===== config.mk =====
export PLATFORM = sky130hd
export DESIGN_NAME = bar_history_ctrl_flat
export DESIGN_NICKNAME = d
export VERILOG_FILES = /design/src/rtl/bar_pkg.sv /design/src/rtl/bar_history_ctrl_if.sv /design/src/rtl/bar_ring_buf.sv /design/src/rtl/bar_history_ctrl.sv /design/src/flat_wrapper.sv
export SDC_FILE = /design/constraint.sdc
export NUM_CORES = 1
export LEC_CHECK = 0
export BUFFER_PORTS_ARGS = -buffer_cell sky130_fd_sc_hd__clkbuf_2
export CELL_PAD_IN_SITES_DETAIL_PLACEMENT = 0
export CELL_PAD_IN_SITES_GLOBAL_PLACEMENT = 1
export CORE_ASPECT_RATIO = 0.5
export CORE_MARGIN = 2
export CORE_UTILIZATION = 55
export CTS_BUF_LIST = sky130_fd_sc_hd__clkbuf_2
export DETAILED_ROUTE_END_ITERATION = 10
export PLACE_DENSITY_LB_ADDON = 0.1
export SYNTH_ARGS = -nofsm -noshare
export SYNTH_HDL_FRONTEND = slang
export SYNTH_HIERARCHICAL = 1
export SYNTH_SLANG_ARGS = --single-unit
export TNS_END_PERCENT = 10

===== constraint.sdc =====
create_clock -name vgaclk -period 12.6 [get_ports vgaclk]
set_input_delay 1.89 -clock vgaclk [delete_from_list [all_inputs] [get_ports vgaclk]]
set_output_delay 1.89 -clock vgaclk [all_outputs]
set_load 0.01 [all_outputs]

===== src/rtl/bar_pkg.sv =====
// Shared constants and FSM encoding for the bar-graph history controller.
package bar_pkg;

    localparam int unsigned DEF_NUM_BARS          = 30;
    localparam int unsigned DEF_BAR_W             = 21;
    localparam int unsigned DEF_HEIGHT_SCALE      = 25;
    localparam int unsigned DEF_FRAMES_PER_UPDATE = 4;
    localparam int unsigned DEF_VACTIVE           = 480;

    // Zone bands are measured upward from the bottom visible line.
    localparam int unsigned ZONE0_OFS = 77;
    localparam int unsigned ZONE1_OFS = 177;

    localparam logic [4:0] IDX_NONE = 5'd31;

    typedef enum logic {
        IDLE,
        COMMIT
    } state_t;

endpackage


===== src/rtl/bar_history_ctrl_if.sv =====
// Level-sample valid/ready handshake into the history controller.
interface bar_history_ctrl_if;

    logic [3:0] level;
    logic       level_valid;
    logic       level_ready;

    modport master (output level, output level_valid, input level_ready);
    modport slave  (input level, input level_valid, output level_ready);

endinterface


===== src/rtl/bar_ring_buf.sv =====
// History storage: one synchronous write port, one asynchronous read port.
module bar_ring_buf #(
    parameter int unsigned DEPTH = 30,
    parameter int unsigned AW    = 5,
    parameter int unsigned DW    = 4
) (
    input  logic          clk,
    input  logic          rst_n,
    input  logic          wr_en,
    input  logic [AW-1:0] wr_addr,
    input  logic [DW-1:0] wr_data,
    input  logic [AW-1:0] rd_addr,
    output logic [DW-1:0] rd_data
);

    logic [DW-1:0] mem [DEPTH];

    always_ff @(posedge clk or negedge rst_n) begin
        if (!rst_n) begin
            for (int unsigned i = 0; i < DEPTH; i++) begin
                mem[i] <= '0;
            end
        end else if (wr_en) begin
            mem[wr_addr] <= wr_data;
        end
    end

    assign rd_data = (rd_addr < AW'(DEPTH)) ? mem[rd_addr] : '0;

endmodule


===== src/rtl/bar_history_ctrl.sv =====
// Scrolling bar-graph history: sample capture, vblank-synchronous commit FSM,
// and a two-stage pixel pipeline producing bar hit / colour zone / bar index.
module bar_history_ctrl
    import bar_pkg::*;
#(
    parameter int unsigned NUM_BARS          = DEF_NUM_BARS,
    parameter int unsigned BAR_W             = DEF_BAR_W,
    parameter int unsigned HEIGHT_SCALE      = DEF_HEIGHT_SCALE,
    parameter int unsigned FRAMES_PER_UPDATE = DEF_FRAMES_PER_UPDATE,
    parameter int unsigned VACTIVE           = DEF_VACTIVE
) (
    input  logic               vgaclk,
    input  logic               rst_n,
    input  logic               vblank_start,
    bar_history_ctrl_if.slave  smp,
    input  logic [9:0]         x,
    input  logic [9:0]         y,
    output logic               bar_hit,
    output logic [1:0]         zone,
    output logic [4:0]         bar_idx,
    output logic               scroll_pulse,
    output logic               underrun
);

    localparam int unsigned FCW = (FRAMES_PER_UPDATE > 1) ? $clog2(FRAMES_PER_UPDATE) : 1;

    state_t         state, state_nxt;
    logic [FCW-1:0] frame_cnt;
    logic [4:0]     wr_ptr;
    logic [3:0]     sample;
    logic           full;
    logic           ready_en;
    logic           frame_wrap;
    logic           commit;

    assign frame_wrap      = vblank_start && (frame_cnt == FCW'(FRAMES_PER_UPDATE - 1));
    assign smp.level_ready = ready_en && !full && (state == IDLE);

    always_ff @(posedge vgaclk or negedge rst_n) begin
        if (!rst_n) state <= IDLE;
        else        state <= state_nxt;
    end

    always_comb begin
        state_nxt    = state;
        commit       = 1'b0;
        scroll_pulse = 1'b0;
        underrun     = 1'b0;
        unique case (state)
            IDLE:   if (frame_wrap) state_nxt = COMMIT;
            COMMIT: begin
                commit       = 1'b1;
                scroll_pulse = 1'b1;
                underrun     = !full;
                state_nxt    = IDLE;
            end
        endcase
    end

    // ready_en keeps level_ready low until the first edge after reset release.
    always_ff @(posedge vgaclk or negedge rst_n) begin
        if (!rst_n) begin
            frame_cnt <= '0;
            wr_ptr    <= '0;
            sample    <= '0;
            full      <= 1'b0;
            ready_en  <= 1'b0;
        end else begin
            ready_en <= 1'b1;
            if (vblank_start) frame_cnt <= frame_wrap ? '0 : frame_cnt + 1'b1;
            if (commit) begin
                full   <= 1'b0;
                wr_ptr <= (wr_ptr == 5'(NUM_BARS - 1)) ? '0 : wr_ptr + 5'd1;
            end else if (smp.level_valid && smp.level_ready) begin
                sample <= smp.level;
                full   <= 1'b1;
            end
        end
    end

    logic [4:0] rd_addr;
    logic [3:0] rd_data;

    bar_ring_buf #(.DEPTH(NUM_BARS), .AW(5), .DW(4)) u_ring (
        .clk     (vgaclk),
        .rst_n   (rst_n),
        .wr_en   (commit),
        .wr_addr (wr_ptr),
        .wr_data (full ? sample : 4'd0),
        .rd_addr (rd_addr),
        .rd_data (rd_data)
    );

    logic       in_range;
    logic       s1_valid;
    logic [4:0] s1_idx;
    logic [9:0] s1_y;

    assign in_range = (x < 10'(NUM_BARS * BAR_W)) && (y < 10'(VACTIVE));

    always_ff @(posedge vgaclk or negedge rst_n) begin
        if (!rst_n) begin
            s1_valid <= 1'b0;
            s1_idx   <= IDX_NONE;
            s1_y     <= '0;
        end else begin
            s1_valid <= in_range;
            s1_idx   <= in_range ? 5'(x / 10'(BAR_W)) : IDX_NONE;
            s1_y     <= y;
        end
    end

    // Bar k shows the entry k slots past the oldest one (wr_ptr).
    logic [5:0] rd_sum;
    logic [8:0] h_px;
    logic [9:0] top_y;
    logic       hit_c;
    logic [1:0] zone_c;

    assign rd_sum  = {1'b0, wr_ptr} + {1'b0, s1_idx};
    assign rd_addr = (rd_sum >= 6'(NUM_BARS)) ? 5'(rd_sum - 6'(NUM_BARS)) : rd_sum[4:0];
    assign h_px    = 9'(rd_data) * 9'(HEIGHT_SCALE);
    assign top_y   = 10'(VACTIVE) - {1'b0, h_px};
    assign hit_c   = s1_valid && (rd_data != 4'd0) && (s1_y >= top_y);

    always_comb begin
        zone_c = 2'd0;
        if (hit_c) begin
            if (s1_y > 10'(VACTIVE - ZONE0_OFS))       zone_c = 2'd0;
            else if (s1_y >= 10'(VACTIVE - ZONE1_OFS)) zone_c = 2'd1;
            else                                        zone_c = 2'd2;
        end
    end

    always_ff @(posedge vgaclk or negedge rst_n) begin
        if (!rst_n) begin
            bar_hit <= 1'b0;
            zone    <= 2'd0;
            bar_idx <= IDX_NONE;
        end else begin
            bar_hit <= hit_c;
            zone    <= zone_c;
            bar_idx <= s1_valid ? s1_idx : IDX_NONE;
        end
    end

endmodule


===== src/flat_wrapper.sv =====
// flat-port wrapper written by rule: the top's interface ports become plain ports
module bar_history_ctrl_flat import bar_pkg::*;
#(
    parameter int unsigned NUM_BARS          = DEF_NUM_BARS,
    parameter int unsigned BAR_W             = DEF_BAR_W,
    parameter int unsigned HEIGHT_SCALE      = DEF_HEIGHT_SCALE,
    parameter int unsigned FRAMES_PER_UPDATE = DEF_FRAMES_PER_UPDATE,
    parameter int unsigned VACTIVE           = DEF_VACTIVE
)
  (vgaclk, rst_n, vblank_start, x, y, bar_hit, zone, bar_idx, scroll_pulse, underrun, smp_level, smp_level_valid, smp_level_ready);
  bar_history_ctrl_if smp_i ();
  input  logic vgaclk;
  input  logic rst_n;
  input  logic vblank_start;
  input  logic [9:0] x;
  input  logic [9:0] y;
  output logic bar_hit;
  output logic [1:0] zone;
  output logic [4:0] bar_idx;
  output logic scroll_pulse;
  output logic underrun;
  input wire logic [$bits(smp_i.level)-1:0] smp_level;
  input wire logic [$bits(smp_i.level_valid)-1:0] smp_level_valid;
  output wire logic [$bits(smp_i.level_ready)-1:0] smp_level_ready;
  assign smp_i.level = smp_level;
  assign smp_i.level_valid = smp_level_valid;
  assign smp_level_ready = smp_i.level_ready;
  bar_history_ctrl #(.NUM_BARS(NUM_BARS), .BAR_W(BAR_W), .HEIGHT_SCALE(HEIGHT_SCALE), .FRAMES_PER_UPDATE(FRAMES_PER_UPDATE), .VACTIVE(VACTIVE)) u_core (.vgaclk(vgaclk), .rst_n(rst_n), .vblank_start(vblank_start), .smp(smp_i), .x(x), .y(y), .bar_hit(bar_hit), .zone(zone), .bar_idx(bar_idx), .scroll_pulse(scroll_pulse), .underrun(underrun));
endmodule

==> results of run 1 <==
## worst reg2reg max path, delay by kind of cell (launching register included)
kind | cells | cell delay, ps
adder cells (fa/ha/maj) | 6 | 1900
buffers and inverters | 2 | 150
AND/OR/NAND/NOR | 3 | 640
AO/OA/AOI/OAI | 11 | 2730
flip-flops | 1 | 540
XOR/XNOR | 2 | 280
multiplexers | 1 | 610
## cells in the mapped netlist (10+ instances only)
master,count
mux2_2,133
mux4_1,11
ha_1,38
nand2_1,44
a21oi_1,22
buf_2,15
inv_1,29
nand2b_1,18
o21ai_0,21
mux4_2,10
mux2i_1,15
nand3_1,11
dfstp_2,10
clkbuf_1,20
a21o_1,17
nor2_1,38
nor2b_1,10
nor3_1,14
dfrtp_1,148
## final timing paths
kind / from / end / slack [ps]
max reg2reg: u_core/wr_ptr[0] / u_core/zone[0] / 5650
min in group asynchronous: rst_n / u_core/u_ring/mem[98] / 1200
max in group asynchronous: rst_n / u_core/u_ring/mem[65] / 9970
max: u_core/wr_ptr[0] / u_core/zone[0] / 5650
min: u_core/frame_cnt[0] / u_core/frame_cnt[0] / 500
min reg2reg: u_core/frame_cnt[0] / u_core/frame_cnt[0] / 500
## registers in the layout, summed over array words and instances, names as in the netlist
name and flops:
u_core/u_ring/mem 120, u_core/s1_y 10, u_core/bar_idx 5, u_core/s1_idx 5, u_core/wr_ptr 5, u_core/sample 4
u_core/frame_cnt 2, u_core/zone 2, u_core/bar_hit 1, u_core/full 1, u_core/ready_en 1, u_core/s1_valid 1
u_core/state 1
## per-stage QoR
step / instances / hold WS [ps] / setup slack (ps)
floorplan: 820 / 440.4 / 6632
global placement: 1040 / 463.7 / 5839
detailed placement: 1040 / 466.0 / 5602
CTS: 1069 / 495.2 / 5607
global route: 1070 / 522.7 / 5139
finish: 1070 / 499.0 / 5654
## layer usage
metal,up-vias,track usage [%]
li1,3067,-
met1,3364,34.15
met2,135,38.69
met3,23,3.882
met4,0,6.142
met5,-,0
## area by class of cell
cell class / instances / area, um^2 / area share [%]
Inverter: 29 / 108.9 / 1.095
Clock buffer: 18 / 90.09 / 0.9060
Tap cell: 227 / 284.0 / 2.856
Clock inverter: 11 / 170.2 / 1.711
Sequential cell: 158 / 3966 / 39.89
Antenna cell: 1 / 2.502 / 0.02517
Timing Repair Buffer: 43 / 234.0 / 2.353
Multi-Input combinational cell: 583 / 5087 / 51.16
## cell families after synthesis
logic type	Yosys count	share of synthesized area [%]
adder cells (fa/ha/maj)	45	5.910
buffers and inverters	79	4.347
other	1	0.03972
AO/OA/AOI/OAI	155	12.15
multiplexers	169	22.90
AND/OR/NAND/NOR	199	11.44
XOR/XNOR	13	1.206
flip-flops	158	42.01
==> parameters.txt, run 1 <==
Parameter                              Value

Status
  Run status    complete, no violations

Yosys
  Post-synthesis instance total    819
  Fraction of post-synthesis cell area in the top cell type by area    39.23%
  Post-synth EDFFs    0
  Netlist area before placement    9442 um^2
  Share of flip-flops with an asynchronous set or reset after synthesis    100.0%
  Yosys warns    6
  Mean area per synthesized cell    11.53 um^2
  Dominant cells by area after synthesis    dfrtp_1 39%, mux2_2 16%, ha_1 5.0%
  Register area share after synthesis    42.01%
  Library cell with the largest summed area after synthesis    dfrtp_1
  Leading register cell type out of synthesis    dfrtp_1
  Count of unique library cells instantiated by Yosys    93
  Synth Register Bits    158

Critical path
  Most numerous cell on the critical path    a21o_1
  Buf/Inv on CP    2
  Setup crit end kind    flop
  Type of element launching the critical path    flop
  Max stage delay on crit path    650 ps
  Kind of cell adding the most delay to the critical path    compound AO/OA/AOI/OAI gates
  Required time at the endpoint of the critical path    13,220 ps
  Arr. time, crit path    7560 ps
  Largest fanout on the critical path    24
  Slowest-stage cell, CP    a211oi_1
  Number of cells on the critical path    25
  Type of the worst setup path    reg -> reg
  Worst reg-to-reg path cell count    25

STA
  Timing-limited maximum frequency    144.0 MHz
  Pins Over Slew Limit    0
  Tightest Pin Transition    1205 ps
  Worst relative slew slack    19.68%
  Fin Clk Skew    30.82 ps
  Total count of hold-check failures in the final report    0
  Post-route clock period utilization    55.13%
  Setup repair after global routing missed its margin    no
  Setup_tns    0 ps
  Total setup violations reported at the end of the flow    0
  Post-route minimum period    6946 ps

Flow run
  Max-cap violation count    0

Drt
  Drt wl/cell    19.61 um
  Initial detailed-routing violation count    369
  Total via count after detailed routing    6,589
  DRT antenna net count    0
  Highest routing layer actually used    met4
  Routed wire length    20,980 um
  DR vias/cell    6.158
  Detailed-routing iteration count for the pre-antenna-repair pass    5
  Wl on met1    9906 um
  Drt drc    0
  Amount of wire on met3 after detailed routing    869 um
  Met2 WL post-DR    9945 um

Placement
  GPL Wtd Cong    0.8341
  PortBufs    38
  Post-DP HPWL    14,600 um
  Cell area after placement    9681 um^2

Floorplan
  Num rows    33
  Starting Density    56.88%
  Io pins    39
  Area of the core    16,600 um^2
  Horizontal die dimension    189.3 um
  Die extent in y    96.65 um
  Area of the die    18,290 um^2

Clocking
  Number of hold buffers added after CTS    0
  Clock transition at the registers of the reported paths    230 ps
  Clk sink count    158
  Clock tree from TritonCTS    done
  Count of buffers added by post-CTS timing repair for setup    0
  Deepest level of the CTS H-tree    4
  Number of buffers between clock root and the deepest sink    2
  Worst-Skew Late Latency    700 ps
  PostCTS Resize Cnt    0
  Number of buffers created by CTS    17
  Cell chosen for the clock root    clkbuf_2

Finish
  Area grow syn2layout    5.314%
  Most common library cell in the layout ignoring fill and taps    dfrtp_1
  Fraction of layout instances using a drive strength above 1    28.98%
  Commonest cells after routing, fill and taps aside    148 x dfrtp_1, 133 x mux2_2, 55 x clkbuf_2, 44 x nand2_1
  Number of nets in the final layout    899
  Final core utilization    59.90%
  Final-layout fill cell count    1,391
  Layout Cell Area excl Fill    9943 um^2

Global routing
  Vias in the first global route    6,468
  Antenna violations before repair    1
  Aggregate global-route resource usage    24.04%
  Pin count of the biggest net entering global routing    88
  Total grt overflow    0
  Global-route wire length before repair    34,660 um

Min path
  Hold path cells    1
  HP Class    reg -> reg
Power of run 1 is left out: the tool's default activity adds up to more than one toggle a clock period on the data nets, which glitch-free logic cannot reach.
==> run 2: changes to the inputs <==
- CORE_UTILIZATION: 55 -> 47
- clock period: 12.6 -> 5.8 ns (I/O delays scaled with it)
==> run 2 against run 1 <==
Effect of this change: count of clock-buffer cells in the layout is 1 lower; non-clock buffer count is 45 higher; flip-flop and latch count stayed put; clock skew is 1.7 ps higher; final cell count is 8.1% higher; sequential share of layout area is 2.6 points lower; highest routed layer unchanged.
==> parameters.txt, run 2 (synthesis results as in run 1) <==
Parameter                              Value

Status
  Run status    complete, no violations

STA
  Tightest Pin Transition    1255 ps
  Timing-limited maximum frequency    175.8 MHz
  Pins Over Slew Limit    0
  Total setup violations reported at the end of the flow    0
  Post-route clock period utilization    98.07%
  Setup repair after global routing missed its margin    yes
  Worst relative slew slack    16.32%
  Fin Clk Skew    32.55 ps
  Setup_tns    0 ps
  Post-route minimum period    5688 ps
  Total count of hold-check failures in the final report    0

Global routing
  Global-route wire length before repair    37,160 um
  Pin count of the biggest net entering global routing    104
  Vias in the first global route    6,696
  Total grt overflow    0
  Aggregate global-route resource usage    22.42%
  Antenna violations before repair    1

Finish
  Largest Register    u_core/u_ring/mem
  Most common library cell in the layout ignoring fill and taps    dfrtp_1
  Number of nets in the final layout    944
  Area grow syn2layout    12.71%
  Final-layout fill cell count    1,771
  Registers with the highest flip-flop counts    u_core/u_ring/mem (120), u_core/s1_y (10)
  Commonest cells after routing, fill and taps aside    148 x dfrtp_1, 131 x mux2_2, 54 x clkbuf_2, 44 x nand2_1, 42 x buf_4
  Number of flip-flops under the largest register name    120
  Fraction of layout instances using a drive strength above 1    37.30%

Placement
  Post-DP HPWL    15,950 um
  PortBufs    38
  GPL Wtd Cong    0.8114

Clocking
  Clk sink count    158
  Number of buffers created by CTS    17
  Number of buffers between clock root and the deepest sink    2
  Deepest level of the CTS H-tree    4
  Worst-Skew Late Latency    720 ps
  Cell chosen for the clock root    clkbuf_2
  Clock transition at the registers of the reported paths    240 ps
  Clock tree from TritonCTS    done

Critical path
  RR Endpoint    u_core/bar_hit
  Setup crit end kind    flop
  Type of element launching the critical path    flop
  Largest fanout on the critical path    5
  Arr. time, crit path    6330 ps
  Reg-to-reg slack, setup    110 ps
  Worst reg-to-reg path cell count    27
  Worst r2r src    u_core/s1_idx[1]
  Type of the worst setup path    reg -> reg
  Required time at the endpoint of the critical path    6440 ps

Min path
  Source of the worst hold timing path    y[0]
  Hold path cells    1
  HP Class    in -> reg
  Hold-critical path endpoint    u_core/s1_y[0]

Floorplan
  Num rows    36
  Area of the core    19,590 um^2
  Die extent in y    104.2 um
  Starting Density    48.19%
  Horizontal die dimension    204.4 um
  Io pins    39
  Area of the die    21,310 um^2

Flow run
  Max-cap violation count    0

Drt
  Total via count after detailed routing    6,719
  Initial detailed-routing violation count    343
  Drt wl/cell    19.87 um
  Routed wire length    22,990 um
  DRT antenna net count    0
  Detailed-routing iteration count for the pre-antenna-repair pass    5
  Drt drc    0
  DR vias/cell    5.807
-- run 2: worst max-delay path: stages (launching register included) --
cell	delay, ps
dfstp_2	630
ha_4	210
a21o_1	180
a21oi_2	200
xnor2_2	170
nand3_2	120
o21ai_2	160
buf_6	130
xor2_4	220
buf_6	170
buf_12	120
mux4_2	200
o22ai_1	60
or4_1	540
o211ai_1	180
ha_2	240
inv_2	40
ha_4	230
ha_1	310
xor2_1	170
ha_1	270
a21o_1	150
a21o_1	150
a21o_1	150
a21o_1	150
a21o_1	160
a21oi_2	200
nor2_1	80
-- run 2: layer usage --
metal  GRT usage [%]  vias up  share of wire, %
li1                -     3156                 -
met1           34.10     3435                51
met2           33.83      111                45
met3           3.195       17               3.0
met4           5.021        0               1.0
met5               0        -                 0
-- run 2: metrics by stage --
step	area, um^2	setup slack, ps	instances	hold slack [ps]	utilization (%)
4_1_cts	10370	1.012	1151	136.6	52.91
5_1_grt	10640	-164.8	1157	126.3	54.31
6_report	10640	111.7	1157	225.1	54.31
3_5_place_dp	10060	-232.6	1116	470.5	51.35
3_3_place_gp	10060	-118.6	1116	467.3	51.35
2_1_floorplan	9455	15.34	820	440.4	-
-- run 2: how the worst max path moves through the flow --
stage	from	depth (start not counted)	slack, ps	end
floorplan	u_core/wr_ptr[0]	26	20	u_core/zone[0]
global placement	u_core/wr_ptr[0]	27	-120	u_core/zone[0]
detailed placement	u_core/wr_ptr[0]	27	-230	u_core/zone[1]
CTS	u_core/wr_ptr[0]	28	1	u_core/zone[1]
global route	u_core/s1_idx[1]	29	-160	u_core/bar_hit
finish	u_core/s1_idx[1]	27	110	u_core/bar_hit
-- run 2: area by class of cell --
type / instances / area, um^2 / area share (%)
diodes: 1 / 2.502 / 0.02352
repair buffers: 88 / 650.6 / 6.114
clock buffers: 17 / 85.08 / 0.7995
multi-input cells: 583 / 5349 / 50.26
clock inverters: 15 / 146.4 / 1.376
flip-flops and latches: 158 / 3966 / 37.27
inverters: 29 / 108.9 / 1.023
well taps: 266 / 332.8 / 3.128
-- run 2: what timing repair did --
item | 4_1_cts | 5_1_grt
hold buffers | 0 | 0
pin swaps | 6 | 29
resized for setup | 10 | 43
endpoints found under the setup margin | 3 | 3
gates cloned | 0 | 1
buffers inserted | 3 | 4
Power of run 2 is left out for the same reason.
==> run 3: changes to the inputs <==
--- a/config.mk
+++ b/config.mk
@@ -6,4 +6,5 @@
 export NUM_CORES = 1
 export LEC_CHECK = 0
+export ABC_AREA = 1
 export BUFFER_PORTS_ARGS = -buffer_cell sky130_fd_sc_hd__clkbuf_2
 export CELL_PAD_IN_SITES_DETAIL_PLACEMENT = 0
@@ -11,5 +12,5 @@
 export CORE_ASPECT_RATIO = 0.5
 export CORE_MARGIN = 2
-export CORE_UTILIZATION = 47
+export CORE_UTILIZATION = 51
 export CTS_BUF_LIST = sky130_fd_sc_hd__clkbuf_2
 export DETAILED_ROUTE_END_ITERATION = 10
==> constraint.sdc (replaced) <==
create_clock -name vgaclk -period 6.6 [get_ports vgaclk]
set_input_delay 0.99 -clock vgaclk [delete_from_list [all_inputs] [get_ports vgaclk]]
set_output_delay 0.99 -clock vgaclk [all_outputs]
set_load 0.1 [all_outputs]
==> run 3 against run 2 <==
Effect of this change: critical path depth grew 6; utilization grew 1.8 points; synthesized cell count grew 49%; non-clock buffer count shrank 44; cell area shrank 8.3%; maximum frequency shrank 4.5%; via count grew 17%; global-route usage grew 3.1 points; clock skew grew 29 ps; worst hold slack gained 87 ps; flip-flop and latch count is the same.
==> parameters.txt, run 3 <==
Parameter                              Value

Critical path
  Capture point of the critical path    u_core/zone[0]
  Number of cells on the critical path    33
  Required time at the endpoint of the critical path    7250 ps
  Setup crit end kind    flop
  Most numerous cell on the critical path    nand2_1
  Timing startpoint of the critical path    u_core/wr_ptr[2]
  Kind of cell adding the most delay to the critical path    adder cells
  Slowest-stage cell, CP    dfrtp_1
  Worst r2r src    u_core/wr_ptr[2]
  Arr. time, crit path    6610 ps
  RR Endpoint    u_core/zone[0]
  Largest fanout on the critical path    15
  Max stage delay on crit path    540 ps
  Buf/Inv on CP    6
  Reg-to-reg slack, setup    640 ps
  Type of element launching the critical path    flop
  Worst reg-to-reg path cell count    33
  Type of the worst setup path    reg -> reg

Finish
  Layout Cell Area excl Fill    9762 um^2
  Largest Register    u_core/u_ring/mem
  Fraction of layout instances using a drive strength above 1    11.61%
  Registers with the highest flip-flop counts    u_core/u_ring/mem (120), u_core/s1_y (10)
  # diodes    0
  Most common library cell in the layout ignoring fill and taps    nand2_1
  Number of nets in the final layout    1,320
  Number of flip-flops under the largest register name    120
  Final-layout fill cell count    1,660
  Commonest cells after routing, fill and taps aside    418 x nand2_1, 154 x inv_1, 148 x dfrtp_1, 139 x o21ai_0, 104 x nand3_1
  Area grow syn2layout    7.614%

Yosys
  Library cell with the largest summed area after synthesis    dfrtp_1
  Dominant cells by area after synthesis    dfrtp_1 41%, nand2_1 17%, o21ai_0 7.7%
  Leading register cell type out of synthesis    dfrtp_1
  Count of unique library cells instantiated by Yosys    45
  Fraction of post-synthesis cell area in the top cell type by area    40.83%
  Register area share after synthesis    43.72%
  Synth Register Bits    158
  Share of flip-flops with an asynchronous set or reset after synthesis    100.0%
  List of most frequent post-synthesis cells    418 x nand2_1, 154 x inv_1, 148 x dfrtp_1
  Post-synthesis instance total    1,218
  Mean area per synthesized cell    7.448 um^2
  Post-synth EDFFs    0
  Most common cell in the synthesized netlist    nand2_1
  Netlist area before placement    9071 um^2
  Yosys warns    6

Placement
  GPL Wtd Cong    0.8079
  Post-DP HPWL    15,400 um
  DP Worst Slack    641.9 ps
  Cell area after placement    9500 um^2
  PortBufs    38

Floorplan
  Starting Density    52.14%
  Horizontal die dimension    192.6 um
  Die extent in y    98.31 um
  Io pins    39
  Num rows    34
  Area of the die    18,930 um^2
  Area of the core    17,400 um^2

STA
  Tightest Pin Transition    1155 ps
  Setup repair after global routing missed its margin    no
  Worst relative slew slack    22.99%
  Post-layout worst setup margin    641.2 ps
  Fin Clk Skew    61.27 ps
  Timing-limited maximum frequency    167.8 MHz
  Post-route clock period utilization    90.28%
  Pins Over Slew Limit    0
  Total setup violations reported at the end of the flow    0
  Total count of hold-check failures in the final report    0
  Setup_tns    0 ps
  Post-route minimum period    5959 ps

Flow run
  Max-cap violation count    0

Drt
  DR vias/cell    5.220
  Total via count after detailed routing    7,830
  Drt wl/cell    14.91 um
  Routed wire length    22,360 um
  Highest routing layer actually used    met4
  Amount of wire on met3 after detailed routing    1426 um
  DRT antenna net count    0
  Wl on met1    10,980 um
  Drt drc    0
  Met2 WL post-DR    9700 um
  Detailed-routing iteration count for the pre-antenna-repair pass    5
  Initial detailed-routing violation count    632

Min path
  HP Class    in -> async

Clocking
  Cell chosen for the clock root    clkbuf_2
  PostCTS Resize Cnt    0
  Clock tree from TritonCTS    done
  Number of buffers created by CTS    17
  Number of hold buffers added after CTS    0
  Clk sink count    158
  Count of buffers added by post-CTS timing repair for setup    0
  Worst-Skew Late Latency    740 ps
  Clock transition at the registers of the reported paths    270 ps
  Deepest level of the CTS H-tree    4
  Number of buffers between clock root and the deepest sink    2

Global routing
  Aggregate global-route resource usage    25.57%
  Vias in the first global route    7,438
  Global-route wire length before repair    37,890 um
  Total grt overflow    0
  Antenna violations before repair    0
  Pin count of the biggest net entering global routing    97

Status
  Run status    complete, no violations
## run 3: changes by cell type after synthesis, moves of 10 or more
cell,before,now
a21o_1,17,1
inv_1,29,154
mux2_2,133,6
mux2i_1,15,0
mux4_1,11,0
mux4_2,10,0
nand2_1,44,418
nand2_2,0,25
nand2b_1,18,0
nand3_1,11,104
nor2b_1,10,0
o21ai_0,21,140
## run 3: layout make-up
cell class	count	area (um^2)	area share (%)
multi-input combinational	871	4395	45.03
clock inverter	12	161.4	1.653
inverter	161	604.3	6.191
tap	234	292.8	2.999
timing repair buffer	44	241.5	2.474
clock buffer	20	100.1	1.025
sequential	158	3966	40.63
## run 3: per-stage QoR
step	hold slack [ps]	instances	util, %
after floorplan	430.3	1219	-
after global placement	439.5	1468	54.60
after detailed placement	443.4	1468	54.60
after CTS	295.6	1500	56.11
after global routing	269.2	1500	56.11
final	311.8	1500	56.11
## run 3: cells by family after synthesis
kind of cell    Yosys count  share of synthesized area [%]
buf+inv                 190                          7.972
flops                   158                          43.72
mux                       6                         0.7448
xor+xnor                 14                          1.352
compound gates          175                          10.34
other cells               1                        0.04134
simple gates            635                          30.36
fa+ha+maj                39                          5.462
## run 3: worst min path at each step
stage                     start               endpoint  slack [ps]  cells after the start
2_1_floorplan  u_core/s1_idx[0]      u_core/bar_idx[0]         430                      2
3_3_place_gp   u_core/s1_idx[4]      u_core/bar_idx[4]         440                      2
3_5_place_dp   u_core/s1_idx[4]      u_core/bar_idx[4]         440                      2
4_1_cts                   rst_n  u_core/u_ring/mem[92]         300                      1
5_1_grt                    y[3]         u_core/s1_y[3]         270                      1
6_report                  rst_n  u_core/u_ring/mem[54]         310                      1
## run 3: metal layers
metal / up-vias / track usage (%)
met5: - / 0
met4: 0 / 5.109
met3: 23 / 6.183
met2: 197 / 38.74
met1: 3664 / 37.38
li1: 3946 / -
## run 3: worst reg2reg max path: cells and delay by family (launching register included)
family | cells | cell delay, ps
DFF | 1 | 540
adders and majority gates | 5 | 1610
AOI/OAI and AO/OA | 8 | 1370
and+or+nand+nor | 12 | 1320
xor gates and xnor gates | 2 | 380
buffers and inverters | 6 | 680
Power of run 3 is left out for the same reason.
